`src/rtl/if_stage_ctrl_if.sv`:
```
// if_stage_ctrl_if: fetch-side bundle between the hazard unit, imem and IF/ID.
// Ports: stall/flush/redirect in, imem addr/rdata, IF/ID regs, halted, state_dbg.
interface if_stage_ctrl_if;
  logic        stall_req;
  logic        flush_req;
  logic [31:0] redirect_pc;
  logic [31:0] imem_rdata;
  logic [31:0] imem_addr;
  logic [31:0] ifid_inst;
  logic [31:0] ifid_pc;
  logic        ifid_valid;
  logic        halted;
  logic [1:0]  state_dbg;

  modport master (
    output stall_req, flush_req, redirect_pc, imem_rdata,
    input  imem_addr, ifid_inst, ifid_pc, ifid_valid,
    input  halted, state_dbg
  );

  modport slave (
    input  stall_req, flush_req, redirect_pc, imem_rdata,
    output imem_addr, ifid_inst, ifid_pc, ifid_valid,
    output halted, state_dbg
  );
endinterface

```
`src/rtl/if_stage_ctrl.sv`:
```
// if_stage_ctrl: PC + IF/ID register, stall/flush response, halt drain FSM.
// Ports: CLK, Reset (sync, active-high), bus (if_stage_ctrl_if.slave).
module if_stage_ctrl #(
  parameter logic [31:0] RESET_PC     = 32'h0000_0000,
  parameter int          DRAIN_CYCLES = 4,
  parameter logic [31:0] NOP_INST     = 32'h0000_0013
) (
  input  logic          CLK,
  input  logic          Reset,
  if_stage_ctrl_if.slave bus
);

  typedef enum logic [1:0] {
    RUN    = 2'd0,
    DRAIN  = 2'd1,
    HALTED = 2'd2,
    BAD    = 2'd3
  } state_t;

  localparam logic [3:0] CNT_LAST = 4'(DRAIN_CYCLES - 1);

  state_t      state_q, state_d;
  logic [3:0]  cnt_q, cnt_d;
  logic [31:0] pc_q, pc_d;
  logic [31:0] inst_q, inst_d;
  logic [31:0] ipc_q, ipc_d;
  logic        vld_q, vld_d;
  logic        halt_word;

  assign halt_word = bus.imem_rdata[6:0] == 7'h7f;

  always_ff @(posedge CLK) begin
    if (Reset) begin
      state_q <= RUN;
      cnt_q   <= '0;
      pc_q    <= RESET_PC;
      inst_q  <= NOP_INST;
      ipc_q   <= '0;
      vld_q   <= 1'b0;
    end else begin
      state_q <= state_d;
      cnt_q   <= cnt_d;
      pc_q    <= pc_d;
      inst_q  <= inst_d;
      ipc_q   <= ipc_d;
      vld_q   <= vld_d;
    end
  end

  always_comb begin
    state_d = state_q;
    cnt_d   = cnt_q;
    pc_d    = pc_q;
    inst_d  = inst_q;
    ipc_d   = ipc_q;
    vld_d   = vld_q;
    unique case (state_q)
      RUN, DRAIN: begin
        if (bus.flush_req) begin
          // redirect also cancels any wrong-path halt drain
          pc_d    = {bus.redirect_pc[31:2], 2'b00};
          inst_d  = NOP_INST;
          ipc_d   = '0;
          vld_d   = 1'b0;
          state_d = RUN;
          cnt_d   = '0;
        end else if (!bus.stall_req) begin
          if (state_q == RUN) begin
            inst_d = bus.imem_rdata;
            ipc_d  = pc_q;
            vld_d  = 1'b1;
            if (halt_word) begin
              state_d = DRAIN;
              cnt_d   = '0;
            end else begin
              pc_d = pc_q + 32'd4;
            end
          end else begin
            inst_d = NOP_INST;
            vld_d  = 1'b0;
            cnt_d  = cnt_q + 4'd1;
            if (cnt_q == CNT_LAST) begin
              state_d = HALTED;
            end
          end
        end
      end
      HALTED: begin
      end
      default: begin
        state_d = RUN;
        cnt_d   = '0;
      end
    endcase
  end

  assign bus.imem_addr  = pc_q;
  assign bus.ifid_inst  = inst_q;
  assign bus.ifid_pc    = ipc_q;
  assign bus.ifid_valid = vld_q;
  assign bus.halted     = state_q == HALTED;
  assign bus.state_dbg  = state_q;

endmodule

```
`src/flat_wrapper.sv`:
```
// flat-port wrapper written by rule: the top's interface ports become plain ports
module if_stage_ctrl_flat 
#(
  parameter logic [31:0] RESET_PC     = 32'h0000_0000,
  parameter int          DRAIN_CYCLES = 4,
  parameter logic [31:0] NOP_INST     = 32'h0000_0013
)
  (CLK, Reset, bus_stall_req, bus_flush_req, bus_redirect_pc, bus_imem_rdata, bus_imem_addr, bus_ifid_inst, bus_ifid_pc, bus_ifid_valid, bus_halted, bus_state_dbg);
  if_stage_ctrl_if bus_i ();
  input  logic CLK;
  input  logic Reset;
  input wire logic [$bits(bus_i.stall_req)-1:0] bus_stall_req;
  input wire logic [$bits(bus_i.flush_req)-1:0] bus_flush_req;
  input wire logic [$bits(bus_i.redirect_pc)-1:0] bus_redirect_pc;
  input wire logic [$bits(bus_i.imem_rdata)-1:0] bus_imem_rdata;
  output wire logic [$bits(bus_i.imem_addr)-1:0] bus_imem_addr;
  output wire logic [$bits(bus_i.ifid_inst)-1:0] bus_ifid_inst;
  output wire logic [$bits(bus_i.ifid_pc)-1:0] bus_ifid_pc;
  output wire logic [$bits(bus_i.ifid_valid)-1:0] bus_ifid_valid;
  output wire logic [$bits(bus_i.halted)-1:0] bus_halted;
  output wire logic [$bits(bus_i.state_dbg)-1:0] bus_state_dbg;
  assign bus_i.stall_req = bus_stall_req;
  assign bus_i.flush_req = bus_flush_req;
  assign bus_i.redirect_pc = bus_redirect_pc;
  assign bus_i.imem_rdata = bus_imem_rdata;
  assign bus_imem_addr = bus_i.imem_addr;
  assign bus_ifid_inst = bus_i.ifid_inst;
  assign bus_ifid_pc = bus_i.ifid_pc;
  assign bus_ifid_valid = bus_i.ifid_valid;
  assign bus_halted = bus_i.halted;
  assign bus_state_dbg = bus_i.state_dbg;
  if_stage_ctrl #(.RESET_PC(RESET_PC), .DRAIN_CYCLES(DRAIN_CYCLES), .NOP_INST(NOP_INST)) u_core (.CLK(CLK), .Reset(Reset), .bus(bus_i));
endmodule
```
`config.mk`:
```
export PLATFORM = sky130hd
export DESIGN_NAME = if_stage_ctrl_flat
export DESIGN_NICKNAME = d
export VERILOG_FILES = /design/src/rtl/if_stage_ctrl_if.sv /design/src/rtl/if_stage_ctrl.sv /design/src/flat_wrapper.sv
export SDC_FILE = /design/constraint.sdc
export NUM_CORES = 1
export LEC_CHECK = 0
export CELL_PAD_IN_SITES_DETAIL_PLACEMENT = 1
export CELL_PAD_IN_SITES_GLOBAL_PLACEMENT = 2
export CORE_UTILIZATION = 26
export DETAILED_ROUTE_END_ITERATION = 16
export GPL_TIMING_DRIVEN = 0
export PLACE_DENSITY_LB_ADDON = 0.1
export SLEW_MARGIN = 25
export SYNTH_ARGS = -nofsm -noshare
export SYNTH_HDL_FRONTEND = slang
export SYNTH_SLANG_ARGS = --single-unit
```
`constraint.sdc`:
```
create_clock -name CLK -period 5.2 [get_ports CLK]
set_clock_uncertainty 0.2 [all_clocks]
set_input_delay 1.56 -clock CLK [delete_from_list [all_inputs] [get_ports CLK]]
set_output_delay 1.56 -clock CLK [all_outputs]
set_load 0.02 [all_outputs]
```
==> results_dict.tcl, run 1 <==
set metrics [dict create \
    synth_area_mm2 0.00443 \
    viasPerCell 5.19 \
    port_buffers 161 \
    post-cts-setup-buffer-count 0 \
    cts_resized 0 \
    dp_hpwl_mm 13.5 \
    grt_busiest_layer "met2" \
    fillers 1921 \
    p_seq_frac 0.441 \
    path_delay_family "buffers and inverters" \
    cp_max_fo 10 \
    worst_skew_pair.late_latency_ns 0.35 \
    crit_path_max_incr_delay_ns 0.52 \
    period_share 0.726 \
    cp-start-kind "primary input" \
    min_path_type "flop to flop" \
    critPathKind "primary input to flop" \
    timing.final.max_slew_violations 0 \
    die_w_um 133 \
    met1_usage 0.260 \
    grt_pass1_wl_mm 28.6 \
    postCtsHoldBufs 0 \
    path_clk_slew_ns 0.07 \
    synthArstFlopShare 0 \
    syn_to_final_growth_pct 50.1 \
    pwr-share-clk 0.400 \
    antenna_left 0 \
    antenna_cells 0 \
    die-height_um 133 \
    crit_arrival_ns 3.80 \
    numCtsBuffers 9 \
    first_pass_iters 4 \
    seq_area_frac_synth 0.452 \
    cts_buffer_depth 2 \
    overflow 0 \
    dr.first_iter.drc_count 197 \
    p_sw_uw 513 \
    relSlewSlack 0.310 \
    cap_violations 0 \
    grt_max_degree 16 \
    post-route-drc-count 0 \
    netlist_instances 527 \
    grt_use_met2 0.346 \
    hold_viol_final 0 \
    num_vias 4791 \
    core_area_mm2 0.0166 \
    syn_area_per_cell_um2 8.41 \
    cts_root_buffer "clkbuf_16" \
    finalNetCount 770 \
    met3_usage 0.0575 \
    dp_slack_ns 1.04 \
    rrSetupSlack_ns 2.60 \
    crit_required_ns 5.22 \
    antenna_found_initial 0 \
    synth_edf_count 0 \
    end_kind "flop" \
    pin_count 168 \
    cts.sinks 100 \
    rsz0062_at_grt "no" \
    htree_levels 3 \
    cts_tree "done" \
    dieArea_mm2 0.0176 \
    yosys_warnings 0 \
    finalSetupViolations 0 \
    drive_gt1_frac 0.0483 \
    ys.flop_type "dfxtp_1" \
    p_int_uw 1380 \
    fmax_mhz 265 \
    wl_per_cell_um 19.5 \
    timing.final.ws_setup_ns 1.43 \
    wl_mm 18.0 \
    gp_congestion 0.799 \
    crit_path_cell_trace "clkdlybuf4s50_1, nand4_1, o211ai_1, buf_2, buf_1, nor2_1, a21oi_1, nor2_1" \
    synth_seq_cells 100 \
    tightest_slew_ns 1.03 \
    p_sw_frac 0.271 \
    grt_use_total 0.209 \
    p_per_area_mw_per_mm2 284 \
    grt_pass1_vias 5018 \
    leakagePower_uw 0.00237 \
    status "finished, final reports clean" \
    fin_setup_tns_ns 0 \
    critPathSlowestCell "buf_1" \
    ys_types 52 \
    cp_num_buf_inv 3 \
    rows 47 \
    start_util 0.266 \
    fin_crit_ns 3.77 \
    ir_drop_uv 152 \
    power_frac_comb 0.159 \
    cp_common_cell "nor2_1" \
]
## per-layer routing
layer  vias to the layer above  part of all wire
li1                       2298                 -
met1                      2338              0.45
met2                       134              0.47
met3                        21             0.066
met4                         0             0.019
met5                         -                 0
## Yosys cell counts, types with 6 or more instances
master / n / area share
buf_2: 7 / 0.0079
nor4_1: 6 / 0.0085
clkbuf_1: 31 / 0.026
a31oi_1: 12 / 0.017
inv_1: 7 / 0.0059
nor3_1: 14 / 0.016
a22o_1: 8 / 0.016
mux2i_1: 8 / 0.018
nand4_1: 11 / 0.016
nand3_1: 24 / 0.027
a22oi_1: 64 / 0.11
nor2_1: 94 / 0.080
a21oi_1: 17 / 0.019
nand2_1: 32 / 0.027
dfxtp_1: 100 / 0.45
o21ai_0: 18 / 0.020
## kinds of logic (layout without fill, tap and decap cells)
logic type | Yosys count | count (layout) | synth area share
and+or+nand+nor | 204 | 204 | 0.220
AOI/OAI and AO/OA | 157 | 157 | 0.253
DFF | 100 | 100 | 0.452
buffers and inverters | 55 | 231 | 0.0517
muxes | 8 | 8 | 0.0181
adders and majority gates | 2 | 2 | 0.00564
other | 1 | 2 | 0.000846
## area by class of cell
| class | instances | area, um^2 | area share |
|---|---|---|---|
| clock buffer | 11 | 253 | 0.0380 |
| timing repair buffer | 161 | 1610 | 0.242 |
| sequential | 100 | 2000 | 0.301 |
| multi-input combinational | 373 | 2210 | 0.332 |
| tap | 220 | 275 | 0.0414 |
| inverter | 7 | 26.3 | 0.00395 |
| clock inverter | 4 | 72.6 | 0.0109 |
| buffer | 48 | 203 | 0.0305 |
## registers in the layout, indices dropped and copies added (netlist names)
name and cells:
u_core.cnt_q 4, u_core.bus.ifid_pc 31, u_core.bus.state_dbg 2, u_core.bus.ifid_valid 1
u_core.bus.imem_addr 30, u_core.bus.ifid_inst 32
## path summary, 6_finish.rpt
check | from | endpoint | depth (start not counted)
hold reg to reg | u_core.bus.ifid_inst[0] | u_core.bus.ifid_inst[0] | 2
setup / recovery | bus_imem_rdata[2] | u_core.bus.imem_addr[4] | 8
setup reg to reg | u_core.bus.imem_addr[3] | u_core.bus.imem_addr[16] | 6
hold / removal | u_core.bus.ifid_inst[0] | u_core.bus.ifid_inst[0] | 2
## tightest hold or removal path, cell delays in order (launching register included)
cell and delay (ns):
dfxtp_1 0.34, o22ai_1 0.07, nand2_1 0.06
## through the flow
stage / utilization / instance area [um^2] / hold WS, ns / power, uW / instances
after global routing: 0.400 / 6660 / 0.319 / 1970 / 924
after floorplan: - / 4440 / 0.267 / 986 / 528
final: 0.400 / 6660 / 0.294 / 1890 / 924
after detailed placement: 0.380 / 6330 / 0.277 / 1150 / 909
after global placement: 0.380 / 6320 / 0.263 / 1150 / 909
after CTS: 0.400 / 6660 / 0.298 / 1900 / 924
## power by group through the flow
stage / sequential (uW) / combinational [uW] / clock [uW]
6_report: 834 / 301 / 758
3_5_place_dp: 852 / 303 / 0
5_1_grt: 839 / 324 / 802
2_1_floorplan: 875 / 111 / 0
4_1_cts: 834 / 304 / 765
3_3_place_gp: 850 / 298 / 0
## layout by cell type, fill, tap and decap left out, types with 9 or more instances in the layout
cell	instances
a21oi_1	17
a22oi_1	64
a31oi_1	12
clkbuf_1	31
clkbuf_16	9
clkdlybuf4s50_1	161
dfxtp_1	100
nand2_1	32
nand3_1	24
nand4_1	11
nor2_1	94
nor3_1	14
o21ai_0	18
No activity file was read; power rests on OpenSTA's default activity.
==> run 2, diff against run 1 <==
--- a/config.mk
+++ b/config.mk
@@ -7,7 +7,7 @@
 export LEC_CHECK = 0
 export CELL_PAD_IN_SITES_DETAIL_PLACEMENT = 1
 export CELL_PAD_IN_SITES_GLOBAL_PLACEMENT = 2
-export CORE_UTILIZATION = 26
+export CORE_UTILIZATION = 22
 export DETAILED_ROUTE_END_ITERATION = 16
 export GPL_TIMING_DRIVEN = 0
 export PLACE_DENSITY_LB_ADDON = 0.1
==> constraint.sdc (replaced) <==
create_clock -name CLK -period 3.3 [get_ports CLK]
set_clock_uncertainty 0.2 [all_clocks]
set_input_delay 0.99 -clock CLK [delete_from_list [all_inputs] [get_ports CLK]]
set_output_delay 0.99 -clock CLK [all_outputs]
set_load 0.02 [all_outputs]
==> results_dict.tcl, run 2 (synthesis gave the netlist of run 1 again) <==
set metrics [dict create \
    htree_levels 3 \
    largest_register_ffs 32 \
    cp_max_fo 9 \
    first_pass_iters 4 \
    crit_path_cell_trace "clkbuf_1, nand2b_1, inv_1, clkdlybuf4s50_1" \
    path_delay_family "buffers and inverters" \
    grt_pass1_wl_mm 29.4 \
    start_util 0.226 \
    cts_resized 1 \
    placedCellCount 954 \
    grt_pass1_vias 5130 \
    cts_tree "done" \
    rsz0062_at_grt "no" \
    pin_count 168 \
    drive_gt1_frac 0.0496 \
    cts.sinks 100 \
    rrSetupSlack_ns 0.67 \
    end_kind "output port" \
    post-cts-setup-buffer-count 0 \
    overflow 0 \
    fin_crit_ns 3.09 \
    numCtsBuffers 9 \
    cp-start-kind "flop" \
    wl_mm 19.2 \
    ir_drop_uv 267 \
    crit_required_ns 2.11 \
    dp_slack_ns -0.390 \
    min_path_type "flop to flop" \
    antenna_left 0 \
    grt_use_total 0.191 \
    cts_buffer_depth 2 \
    timing.final.ws_setup_ns 0.210 \
    critPathKind "flop to output port" \
    rows 51 \
    hold_slack_ns 0.292 \
    fin_cells 970 \
    postCtsHoldBufs 0 \
    final_common_cell "clkdlybuf4s50_1" \
    critPathSlowestCell "clkdlybuf4s50_1" \
    cp_num_buf_inv 3 \
    dr.first_iter.drc_count 178 \
    core_area_mm2 0.0196 \
    post-route-drc-count 0 \
    p_sw_uw 832 \
    fillers 2345 \
    dp_hpwl_mm 14.3 \
    p_per_area_mw_per_mm2 434 \
    p_sw_frac 0.287 \
    port_buffers 161 \
    period_share 0.936 \
    relSlewSlack 0.371 \
    timing.final.max_slew_violations 0 \
    final_cell_mix "161 x clkdlybuf4s50_1, 100 x dfxtp_1, 94 x nor2_1" \
    multiInputGateArea_mm2 0.00221 \
    dieArea_mm2 0.0207 \
    antenna_found_initial 0 \
    syn_to_final_growth_pct 50.9 \
    power_frac_comb 0.165 \
    pwr-share-clk 0.382 \
    cap_violations 0 \
    die-height_um 144 \
    grt_max_degree 18 \
    crit_arrival_ns 1.90 \
    antenna_cells 0 \
    leakagePower_uw 0.00236 \
    gp_congestion 0.800 \
    fmax_mhz 324 \
    wl_per_cell_um 19.8 \
    worst_skew_pair.late_latency_ns 0.35 \
    p_seq_frac 0.453 \
    total_power_uw 2900 \
    path_clk_slew_ns 0.07 \
    die_w_um 144 \
    p_int_uw 2070 \
    finalSetupViolations 0 \
    hold_viol_final 0 \
    finalNetCount 770 \
    crit_path_max_incr_delay_ns 0.59 \
    seq_area_mm2 0.00200 \
    viasPerCell 4.95 \
    num_vias 4801 \
    cts_root_buffer "clkbuf_16" \
    status "finished, final reports clean" \
    tightest_slew_ns 0.935 \
]
## run 2: layout make-up
class,count,share of cell area
inverter,7,0.00393
buffer,48,0.0305
timing repair buffer,161,0.241
clock inverter,6,0.0108
multi-input combinational,373,0.331
tap,265,0.0496
clock buffer,10,0.0342
sequential,100,0.299
## run 2: worst paths after layout
| path | startpoint | end | cells past startpoint |
|---|---|---|---|
| setup / recovery | u_core.bus.state_dbg[1] | bus_halted | 4 |
| hold / removal | u_core.bus.ifid_inst[4] | u_core.bus.ifid_inst[4] | 2 |
| setup reg to reg | u_core.bus.imem_addr[3] | u_core.bus.imem_addr[30] | 6 |
| hold reg to reg | u_core.bus.ifid_inst[4] | u_core.bus.ifid_inst[4] | 2 |
## run 2: per-stage QoR
stage / setup TNS, ns / instance area, um^2 / utilization
6_report: 0 / 6690 / 0.341
5_1_grt: 0 / 6690 / 0.341
4_1_cts: 0 / 6690 / 0.341
3_5_place_dp: -5.80 / 6390 / 0.326
3_3_place_gp: -5.74 / 6380 / 0.326
2_1_floorplan: 0 / 4440 / -
## run 2: routing by layer
metal / routed length [um] / global-route usage / up-vias
li1: - / - / 2293
met1: 8210 / 0.225 / 2344
met2: 9160 / 0.327 / 145
met3: 1470 / 0.0586 / 19
met4: 341 / 0.0605 / 0
met5: 0 / 0 / -
## run 2: worst register-to-register path: cells and delay by family, from the launching register on
kind                       cells  cell delay (ns)
AOI/OAI and AO/OA              2             0.34
and+or+nand+nor                3             1.11
DFF                            1             0.56
adders and majority gates      1             0.30
## run 2: power groups by stage
stage | clock [uW] | sequential [uW] | combinational [uW]
2_1_floorplan | 0 | 1380 | 175
3_3_place_gp | 0 | 1340 | 477
3_5_place_dp | 0 | 1340 | 484
4_1_cts | 1150 | 1320 | 486
5_1_grt | 1200 | 1320 | 519
6_report | 1110 | 1310 | 479
